`src/rtl/dtw_pkg.sv`:
```
// Shared definitions for the DTW traceback block: path codes, default
// sizing and the traceback FSM state type.
package dtw_pkg;

    // Default index width; the path buffer is 2^IDX_W x 2^IDX_W cells.
    localparam int IDX_W_DEF  = 4;
    // Path codes are always two bits wide.
    localparam int PATH_W_DEF = 2;

    // Path codes as produced by the PE array.
    localparam logic [1:0] PATH_DIAG = 2'b11;  // predecessor (i-1,j-1)
    localparam logic [1:0] PATH_UP   = 2'b10;  // predecessor (i-1,j)
    localparam logic [1:0] PATH_LEFT = 2'b01;  // predecessor (i,j-1)
    localparam logic [1:0] PATH_RST  = 2'b00;  // no valid predecessor

    // Traceback FSM states.
    typedef enum logic {
        ST_IDLE = 1'b0,
        ST_EMIT = 1'b1
    } state_t;

endpackage

```
`src/rtl/dtw_path_mem.sv`:
```
// Path buffer: one path code per (i,j) cell, addressed as {i,j}.
// Single write port, single combinational read port, no reset.
module dtw_path_mem #(
    parameter int IDX_W  = 4,
    parameter int PATH_W = 2
) (
    input  logic              clk,
    input  logic              wr_en,
    input  logic [IDX_W-1:0]  wr_i,
    input  logic [IDX_W-1:0]  wr_j,
    input  logic [PATH_W-1:0] wr_path,
    input  logic [IDX_W-1:0]  rd_i,
    input  logic [IDX_W-1:0]  rd_j,
    output logic [PATH_W-1:0] rd_path
);

    localparam int DEPTH = 2 ** (2 * IDX_W);

    logic [PATH_W-1:0] r_mem [DEPTH];

    // Store one path code per write strobe; contents survive reset.
    always_ff @(posedge clk) begin
        if (wr_en) begin
            r_mem[{wr_i, wr_j}] <= wr_path;
        end
    end

    // The walker needs the code of the current cell in the same cycle.
    assign rd_path = r_mem[{rd_i, rd_j}];

endmodule

```
`src/rtl/dtw_traceback.sv`:
```
// DTW traceback: buffers the PE path codes, then walks back from
// (len_i,len_j) to (0,0), emitting one coordinate per valid/ready handshake.
module dtw_traceback
    import dtw_pkg::*;
#(
    parameter int IDX_W  = IDX_W_DEF,
    parameter int PATH_W = PATH_W_DEF
) (
    input  logic              clk,
    input  logic              nrst,
    input  logic              wr_en,
    input  logic [IDX_W-1:0]  wr_i,
    input  logic [IDX_W-1:0]  wr_j,
    input  logic [PATH_W-1:0] wr_path,
    input  logic              start,
    input  logic [IDX_W-1:0]  len_i,
    input  logic [IDX_W-1:0]  len_j,
    output logic              busy,
    output logic              out_valid,
    input  logic              out_ready,
    output logic [IDX_W-1:0]  out_i,
    output logic [IDX_W-1:0]  out_j,
    output logic              out_last,
    output logic              err
);

    state_t            r_state;
    state_t            w_state_next;
    logic [IDX_W-1:0]  r_cur_i;
    logic [IDX_W-1:0]  r_cur_j;
    logic              r_err;
    logic [PATH_W-1:0] w_rd_path;
    logic [PATH_W-1:0] w_step;
    logic              w_wr_en;
    logic              w_at_origin;
    logic              w_hs;

    // The buffer is only writable between walks.
    assign w_wr_en = wr_en && (r_state == ST_IDLE);

    dtw_path_mem #(
        .IDX_W  (IDX_W),
        .PATH_W (PATH_W)
    ) u_path_mem (
        .clk     (clk),
        .wr_en   (w_wr_en),
        .wr_i    (wr_i),
        .wr_j    (wr_j),
        .wr_path (wr_path),
        .rd_i    (r_cur_i),
        .rd_j    (r_cur_j),
        .rd_path (w_rd_path)
    );

    assign w_at_origin = (r_cur_i == '0) && (r_cur_j == '0);
    assign w_hs        = (r_state == ST_EMIT) && out_ready;

    // Step code: on the first row/column the only legal move is along the
    // edge, which also keeps the decrement from ever wrapping.
    always_comb begin
        w_step = w_rd_path;
        if (r_cur_i == '0) begin
            w_step = PATH_LEFT;
        end else if (r_cur_j == '0) begin
            w_step = PATH_UP;
        end
    end

    // FSM state register.
    always_ff @(posedge clk or negedge nrst) begin
        if (!nrst) begin
            r_state <= ST_IDLE;
        end else begin
            r_state <= w_state_next;
        end
    end

    // Next state: leave EMIT after the origin is accepted or on a dead cell.
    always_comb begin
        w_state_next = r_state;
        case (r_state)
            ST_IDLE: begin
                if (start) begin
                    w_state_next = ST_EMIT;
                end
            end
            ST_EMIT: begin
                if (w_hs && (w_at_origin || (w_step == PATH_RST))) begin
                    w_state_next = ST_IDLE;
                end
            end
            default: w_state_next = ST_IDLE;
        endcase
    end

    // Walk position and sticky error: load on start, step on each handshake.
    always_ff @(posedge clk or negedge nrst) begin
        if (!nrst) begin
            r_cur_i <= '0;
            r_cur_j <= '0;
            r_err   <= 1'b0;
        end else if ((r_state == ST_IDLE) && start) begin
            r_cur_i <= len_i;
            r_cur_j <= len_j;
            r_err   <= 1'b0;
        end else if (w_hs && !w_at_origin) begin
            case (w_step)
                PATH_DIAG: begin
                    r_cur_i <= r_cur_i - IDX_W'(1);
                    r_cur_j <= r_cur_j - IDX_W'(1);
                end
                PATH_UP:   r_cur_i <= r_cur_i - IDX_W'(1);
                PATH_LEFT: r_cur_j <= r_cur_j - IDX_W'(1);
                default:   r_err   <= 1'b1;
            endcase
        end
    end

    assign busy      = (r_state == ST_EMIT);
    assign out_valid = (r_state == ST_EMIT);
    assign out_i     = r_cur_i;
    assign out_j     = r_cur_j;
    assign out_last  = (r_state == ST_EMIT) && w_at_origin;
    assign err       = r_err;

endmodule

```
`config.mk`:
```
export PLATFORM = sky130hd
export DESIGN_NAME = dtw_traceback
export DESIGN_NICKNAME = d
export VERILOG_FILES = /design/src/rtl/dtw_pkg.sv /design/src/rtl/dtw_path_mem.sv /design/src/rtl/dtw_traceback.sv
export SDC_FILE = /design/constraint.sdc
export NUM_CORES = 1
export LEC_CHECK = 0
export BUFFER_PORTS_ARGS = -buffer_cell sky130_fd_sc_hd__buf_2
export CAP_MARGIN = 20
export CORE_ASPECT_RATIO = 0.8
export CORE_MARGIN = 3
export CORE_UTILIZATION = 60
export CTS_CLUSTER_SIZE = 28
export DETAILED_ROUTE_END_ITERATION = 10
export PLACE_DENSITY = 0.81
export SETUP_SLACK_MARGIN = 0.3
export SKIP_LAST_GASP = 1
export SYNTH_ARGS = -nofsm -noshare
export SYNTH_HDL_FRONTEND = slang
export SYNTH_SLANG_ARGS = --single-unit
```
`constraint.sdc`:
```
create_clock -name clk -period 6.54 [get_ports clk]
set_input_delay 0.654 -clock clk [delete_from_list [all_inputs] [get_ports clk]]
set_output_delay 0.654 -clock clk [all_outputs]
set_load 0.01 [all_outputs]
```
# --- Yosys cells after proc, flatten, opt, wreduce, memory -nomap -nowiden ---
# Memory sizes are Yosys's and may differ from the RTL's.
# Cells that the tools add are included.
word_totals:
  register_bits: 10
  ram_bits: 512
  output_inout_bits: 12
  wordCells: 49
  n_memories: 1
memory_table:
  columns: ["name", "words", "word_bits", "rd", "rd_ports_with_merged_regs", "wr", "line_no", "source"]
  rows:
  - ["u_path_mem.r_mem", 256, 2, 1, 0, 1, "dtw_path_mem.sv:19", "logic [PATH_W-1:0] r_mem [DEPTH];"]
classes:
  add_sub_neg: 2
  n_eq_ne: 4
  mux: 16
  bitwise_logic: 1
  reduce_logical: 21
ops:
  columns: ["op", "n"]
  rows:
  - ["two-way mux 4 bit", 6]
  - ["logical NOT 4 bit", 2]
  - ["subtractor 4 x 1 -> 4 bit, second input constant", 2]
  - ["logical AND 1 bit", 7]
  - ["two-way mux 1 bit", 7]
  - ["AND reduction 2 bit", 3]
  - ["nonzero test 2 bit", 3]
  - ["== test 2 bit, second input constant", 2]
  - ["two-way mux 2 bit", 2]
  - ["OR reduction 2 bit", 2]
  - ["OR reduction 3 bit", 1]
  - ["== test 2 x 1 -> 1 bit, second input constant", 1]
  - ["logical NOT 2 bit", 1]
  - ["inequality test 2 x 1 -> 1 bit, second input constant", 1]
  - ["case mux 1 bit (2 select lines)", 1]
  - ["logical NOT 1 bit", 1]
  - ["logical OR 1 bit", 1]
  - ["inverter 1 bit", 1]

# --- Logic depth before layout (Yosys ltp) ---
# Gate-level depths: netlist of the first run.
logic_depth:
  depth_word: 8
  ltp_mapped: 14

# --- Hierarchy ---
# A second synthesis of the first run with hierarchy kept.
unflattened:
  cells_unflattened: 1309
  hier_area_um2: 21997.3
modules_own_cells:
  columns: ["module", "instances", "cells_each", "area_each_um2", "seq_area_each_um2"]
  rows:
  - ["dtw_path_mem", 1, 1240, 21341.7, 15374.7]
  - ["dtw_traceback", 1, 69, 655.6, 250.2]

# --- Worst setup path before layout of the first run ---
# Ideal clock, no wire load.
synth_path:
  kind: "reg2reg"
  startpoint: "register r_cur_j[0], in the netlist out_j[0]"
  endpoint: "register r_cur_i[1], in the netlist out_i[1]"
  t_arrival_ps: 2751
  required_ps: 6415
  path_slack_ps: 3664
  stages_incl_launch_ff: 12
  period_less_slack_ps: 2876
  cell_sequence: "dfrtp_1 buf_6 buf_6 buf_4 mux4_2 a22oi_1 a211oi_1 o31a_1 a211o_1 o21ai_2 mux2i_1 mux2_4"
synth_between:
  elab_chain_cells: 7
  elab_cells_between_ends: 13
synth_rtl:
  columns: ["element", "line_no", "source"]
  rows:
  - ["start, declared", "dtw_traceback.sv:30", "logic [IDX_W-1:0] r_cur_j;"]
  - ["start signal, assigned", "dtw_traceback.sv:104", "r_cur_j <= len_j;"]
  - ["start signal, assigned", "dtw_traceback.sv:110", "r_cur_j <= r_cur_j - IDX_W'(1);"]
  - ["start signal, assigned", "dtw_traceback.sv:113", "PATH_LEFT: r_cur_j <= r_cur_j - IDX_W'(1);"]
  - ["memory (256 x 2 bit) or logical NOT 4 bit (tied branches)", null, null]
  - ["two-way mux 2 bit", "dtw_traceback.sv:64", "end else if (r_cur_j == '0) begin"]
  - ["two-way mux 2 bit", "dtw_traceback.sv:62", "if (r_cur_i == '0) begin"]
  - ["== test 2 bit", "dtw_traceback.sv:107", "case (w_step)"]
  - ["OR reduction 2 bit (no source line)", null, null]
  - ["nonzero test 2 bit (no source line)", null, null]
  - ["AND reduction 2 bit (no source line) *", null, null]
  - ["end signal, assigned", "dtw_traceback.sv:103", "r_cur_i <= len_i;"]
  - ["end signal, assigned", "dtw_traceback.sv:109", "r_cur_i <= r_cur_i - IDX_W'(1);"]
  - ["end signal, assigned", "dtw_traceback.sv:112", "PATH_UP: r_cur_i <= r_cur_i - IDX_W'(1);"]
  - ["end, declared", "dtw_traceback.sv:29", "logic [IDX_W-1:0] r_cur_i;"]
# Mark *: on every way between the ends. The rest lies on a longest branch, timed or not.
# A chain may end at the register's enable or synchronous reset.

# --- Worst setup path in the final report of the first run ---
layout_path:
  startpoint: "register r_cur_j[1], in the netlist out_j[1]"
  endpoint: "register r_cur_i[1], in the netlist out_i[1]"
# The elaborated chain is that of the path after synthesis.

==> results of run 1 <==
per-stage QoR:
step / util / setup slack, ns / power [W] / instances / hold slack (ns)
floorplan: - / 3.66 / 0.00579 / 1320 / 0.358
global placement: 0.631 / 2.58 / 0.00646 / 1752 / 0.493
detailed placement: 0.632 / 2.54 / 0.00651 / 1754 / 0.481
CTS: 0.673 / 2.49 / 0.00910 / 1839 / 0.331
global route: 0.675 / 2.27 / 0.00944 / 1844 / 0.342
finish: 0.675 / 2.51 / 0.00914 / 1844 / 0.349
cells in the mapped netlist, types with 3 or more instances:
cell | instances | area (µm²)
a211o_1 | 3 | 26.3
a211oi_1 | 4 | 30.0
a21oi_1 | 16 | 80.1
a221oi_1 | 3 | 26.3
a22o_1 | 4 | 35.0
a22oi_1 | 31 | 233
a31oi_1 | 4 | 25.0
and2_1 | 4 | 25.0
and3_1 | 3 | 18.8
buf_1 | 5 | 18.8
buf_2 | 18 | 90.1
buf_4 | 12 | 90.1
buf_6 | 6 | 67.6
clkbuf_1 | 52 | 195
dfrtp_1 | 10 | 250
edfxtp_1 | 512 | 15400
inv_1 | 7 | 26.3
mux2_2 | 8 | 90.1
mux2i_1 | 64 | 641
mux4_1 | 3 | 78.8
mux4_2 | 104 | 2340
nand2_1 | 45 | 169
nand2b_1 | 6 | 37.5
nand3_1 | 27 | 135
nand4_1 | 12 | 75.1
nor2_1 | 276 | 1040
nor2b_1 | 15 | 93.8
o211ai_1 | 4 | 30.0
o21ai_0 | 11 | 55.1
o22ai_1 | 3 | 18.8
o31ai_1 | 3 | 22.5
or3_1 | 4 | 25.0
xnor2_1 | 5 | 43.8
metal layers:
layer  GRT usage  share of wire  vias up  wire length [µm]
met5           0        0.00013        -                 7
met4      0.0748          0.025        2              1340
met3      0.0753           0.14      123              7200
met2       0.406           0.45     1014             24000
met1       0.425           0.38     6328             20300
li1            -              -     5159                 -
worst paths after layout:
kind	endpoint	slack, ns
max in group asynchronous	out_j[1]	5.80
min reg2reg	err	0.49
max	out_i[1]	2.51
min	out_j[2]	0.35
max reg2reg	out_i[1]	2.51
min in group asynchronous	out_j[0]	0.50
logic make-up after synthesis:
| kind of cell | count (synthesis) | synth area share |
|---|---|---|
| AOI/OAI and AO/OA | 106 | 0.0346 |
| xor gates and xnor gates | 5 | 0.00200 |
| adders and majority gates | 2 | 0.00115 |
| buffers and inverters | 104 | 0.0245 |
| DFF | 522 | 0.715 |
| muxes | 180 | 0.145 |
| and+or+nand+nor | 401 | 0.0775 |
final cells by class:
| type | count | share of cell area |
|---|---|---|
| inverter | 9 | 0.00142 |
| tap | 472 | 0.0248 |
| multi-input combinational | 694 | 0.238 |
| clock inverter | 22 | 0.00661 |
| clock buffer | 62 | 0.0535 |
| sequential | 522 | 0.656 |
| antenna | 2 | 0.000210 |
| timing repair buffer | 61 | 0.0193 |
power by group through the flow:
stage / Clock (W) / Sequential, W / Combinational (W)
final: 0.00264 / 0.00397 / 0.00254
after global placement: 0 / 0.00403 / 0.00243
after global routing: 0.00279 / 0.00398 / 0.00266
after detailed placement: 0 / 0.00403 / 0.00247
after CTS: 0.00265 / 0.00397 / 0.00249
after floorplan: 0 / 0.00381 / 0.00198
registers in the layout, indices dropped and copies added, names as in the netlist:
signal            flops
u_path_mem.r_mem    512
out_i                 4
out_j                 4
busy                  1
err                   1
tightest hold or removal path, stage by stage:
cell     delay, ns
buf_2         0.08
nand2_1       0.07
o21ai_0       0.07
==> flow_summary.json, run 1 <==
{
  "status": "finished clean",
  "worst_pin_slew_ns": 1.21,
  "path_buf_inv": 1,
  "cap_violations": 0,
  "syn_area_mm2": 0.0218,
  "cp-end-kind": "register",
  "worst_path_max_delay_cell": "dfrtp_4",
  "syn2layout_area_growth_pct": 9.13,
  "fin_tns_setup_ns": 0,
  "final_common_cell": "edfxtp_1",
  "share_comb_of_total_power": 0.278,
  "p_int_w": 0.00630,
  "io_buffers": 34,
  "dieArea_mm2": 0.0387,
  "min_period_over_period": 0.617,
  "routabilityCongestion": 0.914,
  "cts.reportedPaths.clkPinSlew_ns": 0.06,
  "die_y_um": 177,
  "setup_viol": 0,
  "hold_buffers": 1,
  "switching_share": 0.312,
  "synth_ff_type": "edfxtp_1",
  "hold_viol_final": 0,
  "p_per_area_mw_per_mm2": 384,
  "fillers": 2256,
  "cts_tree": "done",
  "cts_resized": 0,
  "grt_max_degree": 182,
  "synth_cells": 1320,
  "drc": 0,
  "syn_area_per_cell_um2": 16.5,
  "rows": 61,
  "slew_viol_final": 0,
  "cts_htree_levels": 2,
  "track_usage": 0.279,
  "cts_root_buf": "clkbuf_16",
  "final_cell_mix": "edfxtp_1 (512), nor2_1 (276), mux4_2 (104)",
  "stdcell_area_mm2": 0.0238,
  "num_vias": 12600,
  "min_path_type": "input pin to register",
  "async_reset_ff_frac": 0.0192,
  "period_minus_slack_ns": 4.03,
  "power_frac_seq": 0.434,
  "multi_input_area_mm2": 0.00568,
  "leakage_nw": 7.44,
  "grt.overflow.total": 0,
  "synth_edf_count": 512,
  "antenna_found_initial": 3,
  "p_clk_frac": 0.288,
  "start_util": 0.618,
  "max_freq_mhz": 248,
  "yosysWarnings": 0,
  "placed_area_mm2": 0.0223,
  "nets": 1361,
  "cp_data_arrival_time_ns": 4.54,
  "clock-sinks": 522,
  "path_depth": 10,
  "clk_latency_ns": 0.57,
  "crit_top_cell": "mux2i_1",
  "r2r_cells": 10,
  "worstHoldPathCells": 3,
  "slowest_delay_ns": 1.08,
  "required_ns": 7.05,
  "crit_path_max_fanout": 60,
  "wl_per_cell_um": 28.6,
  "wirelength_um": 52800,
  "cp_top_family": "multiplexers",
  "reg2reg_from": "out_j[1]",
  "ios": 35,
  "cp_cell_sequence": "buf_4 > mux4_2 > mux2i_1 > nor2_1 > a31oi_1 > a311oi_1 > a211o_1 > o21ai_2 > mux2i_1 > mux2_4",
  "vias_per_cell": 6.85,
  "grt_pass1_vias": 12400,
  "die_x_um": 219,
  "rsz0062_at_grt": "false",
  "drive_above_1_share": 0.180,
  "area.sequential_mm2": 0.0156,
  "path_class": "register to register",
  "irDropWorstVdd_mv": 0.258,
  "cts.path.max_buffers": 3,
  "grt_pass1_wl_um": 79100,
  "synth.distinct_cells": 60,
  "min_from": "len_j[2]",
  "drtAntennaViolNets": 0,
  "dpl.hpwl_um": 32400,
  "startpoint": "out_j[1]",
  "synth.net_count": 1345,
  "drt_iter0_drc": 2427,
  "start_kind": "register",
  "post_cts_buffers": 0,
  "synth-seq-cells": 522,
  "power.switching_w": 0.00285,
  "synth-seq-area-share": 0.715,
  "cts_buffers": 48,
  "dr.pass1.iters": 6,
  "relSlewSlack": 0.191,
  "coreArea_mm2": 0.0353,
  "fin_skew_ns": 0.0160
}
(Power assumes the default switching activity.)
==> inputs of run 2 (changes only) <==
clock period = 4.2 ns   (was 6.54 ns; I/O delays follow)
==> flow_summary.json, run 2 (synthesis results as in run 1) <==
{
  "coreArea_mm2": 0.0353,
  "worst_path_max_delay_cell": "dfrtp_4",
  "reg2reg_from": "out_j[0]",
  "min_from": "len_j[2]",
  "post_cts_buffers": 0,
  "ios": 35,
  "final_cell_mix": "edfxtp_1 (512), nor2_1 (276), mux4_2 (104)",
  "fin_skew_ns": 0.0279,
  "slew_viol_final": 0,
  "fillers": 2226,
  "io_buffers": 34,
  "grt_pass1_vias": 12600,
  "r2r_cells": 10,
  "status": "finished clean",
  "area.sequential_mm2": 0.0156,
  "period_minus_slack_ns": 3.54,
  "relSlewSlack": 0.207,
  "cap_violations": 0,
  "hold_path_end": "out_j[2]",
  "irDropWorstVdd_mv": 0.419,
  "leakage_nw": 7.57,
  "ff2ff_setup_slack_ns": 0.66,
  "cts.path.max_buffers": 3,
  "drive_above_1_share": 0.196,
  "drc": 0,
  "wirelength_um": 54900,
  "grt_max_degree": 155,
  "path_class": "register to register",
  "start_kind": "register",
  "largest_reg_flops": 512,
  "fin_tns_setup_ns": 0,
  "crit_path_max_fanout": 25,
  "drtAntennaViolNets": 0,
  "clk_latency_ns": 0.59,
  "rows": 61,
  "grt.overflow.total": 0,
  "multi_input_area_mm2": 0.00568,
  "min_path_type": "input pin to register",
  "cts_htree_levels": 2,
  "syn2layout_area_growth_pct": 10.1,
  "min_period_over_period": 0.844,
  "cts_tree": "done",
  "cts_resized": 0,
  "num_vias": 12900,
  "antenna_found_initial": 0,
  "slowest_delay_ns": 0.76,
  "die_y_um": 177,
  "drt_iter0_drc": 2457,
  "dr.pass1.iters": 7,
  "hold-worst-slack_ns": 0.113,
  "setup_viol": 0,
  "cp_data_arrival_time_ns": 3.99,
  "n_antenna_cell": 0,
  "nets": 1375,
  "dpl.hpwl_um": 34600,
  "clock-sinks": 522,
  "grt_pass1_wl_um": 82400,
  "cp-end-kind": "register",
  "largest-register": "u_path_mem.r_mem",
  "rr_endpoint": "out_j[1]",
  "cp_top_family": "compound AO/OA/AOI/OAI gates",
  "track_usage": 0.292,
  "max_freq_mhz": 282,
  "wl_per_cell_um": 29.5,
  "dieArea_mm2": 0.0387,
  "routabilityCongestion": 0.976,
  "worst_pin_slew_ns": 1.19,
  "die_x_um": 219,
  "vias_per_cell": 6.96,
  "cts_buffers": 48,
  "p_per_area_mw_per_mm2": 610,
  "final_common_cell": "edfxtp_1",
  "cp_cell_sequence": "buf_4 > mux4_2 > a211oi_1 > o221ai_1 > a21oi_1 > a41oi_1 > a22o_1 > nand2b_2 > mux2i_1 > mux2_2",
  "path_buf_inv": 1,
  "start_util": 0.618,
  "required_ns": 4.65,
  "worstHoldPathCells": 3,
  "hold_buffers": 1,
  "rsz0062_at_grt": "false",
  "cts.reportedPaths.clkPinSlew_ns": 0.06,
  "cts_root_buf": "clkbuf_16",
  "hold_viol_final": 0
}
-- run 2: cell count changes in the layout (fill, tap and decap cells not counted), sizes merged --
cell / previous run / this run
clkinvlp: 3 / 2
clkbuf: 62 / 53
bufinv: 2 / 6
inv: 8 / 9
buf: 60 / 74
clkinv: 18 / 26
diode: 2 / 0
-- run 2: power breakdown --
| part | internal (W) | total [W] | switching, W |
|---|---|---|---|
| Combinational | 0.00188 | 0.00423 | 0.00235 |
| Clock | 0.00247 | 0.00436 | 0.00189 |
| Sequential | 0.00578 | 0.00608 | 0.000300 |
| Total | 0.0101 | 0.0147 | 0.00454 |
-- run 2: worst max-delay path by stage --
stage                        start  endpoint  slack [ns]  cells past startpoint
final                     out_j[0]  out_j[1]        0.66                     10
after global routing      out_j[0]  out_j[1]        0.46                     10
after floorplan           out_j[0]  out_i[1]        1.32                     11
after CTS                 out_j[0]  out_j[1]        0.68                     10
after detailed placement  out_j[0]  out_j[1]        0.73                      9
after global placement    out_j[0]  out_j[1]        0.74                      9
-- run 2: per-layer routing --
layer | GRT usage | routed length [µm] | vias to the layer above
li1 | - | - | 5181
met1 | 0.438 | 20700 | 6493
met2 | 0.424 | 24400 | 1096
met5 | 0 | 0 | -
met3 | 0.0834 | 7950 | 165
met4 | 0.0877 | 1790 | 0
-- run 2: worst min-delay path: stages --
cell and delay [ns]:
buf_2 0.09, nand2_1 0.05, o21ai_0 0.07
-- run 2: area by class of cell --
cell class	count	share of cell area
Timing Repair Buffer	75	0.0231
Sequential cell	522	0.650
Tap cell	472	0.0246
Clock inverter	34	0.0137
Multi-Input combinational cell	694	0.236
Inverter	9	0.00140
Clock buffer	53	0.0507
-- run 2: metrics by stage --
step / setup slack, ns / power, W / util / instance area (µm²) / instances
4_1_cts: 0.678 / 0.0146 / 0.681 / 24000 / 1859
6_report: 0.655 / 0.0147 / 0.681 / 24000 / 1859
2_1_floorplan: 1.32 / 0.00902 / - / 21800 / 1320
3_3_place_gp: 0.736 / 0.0102 / 0.636 / 22500 / 1771
3_5_place_dp: 0.725 / 0.0103 / 0.636 / 22500 / 1771
5_1_grt: 0.458 / 0.0151 / 0.681 / 24000 / 1859
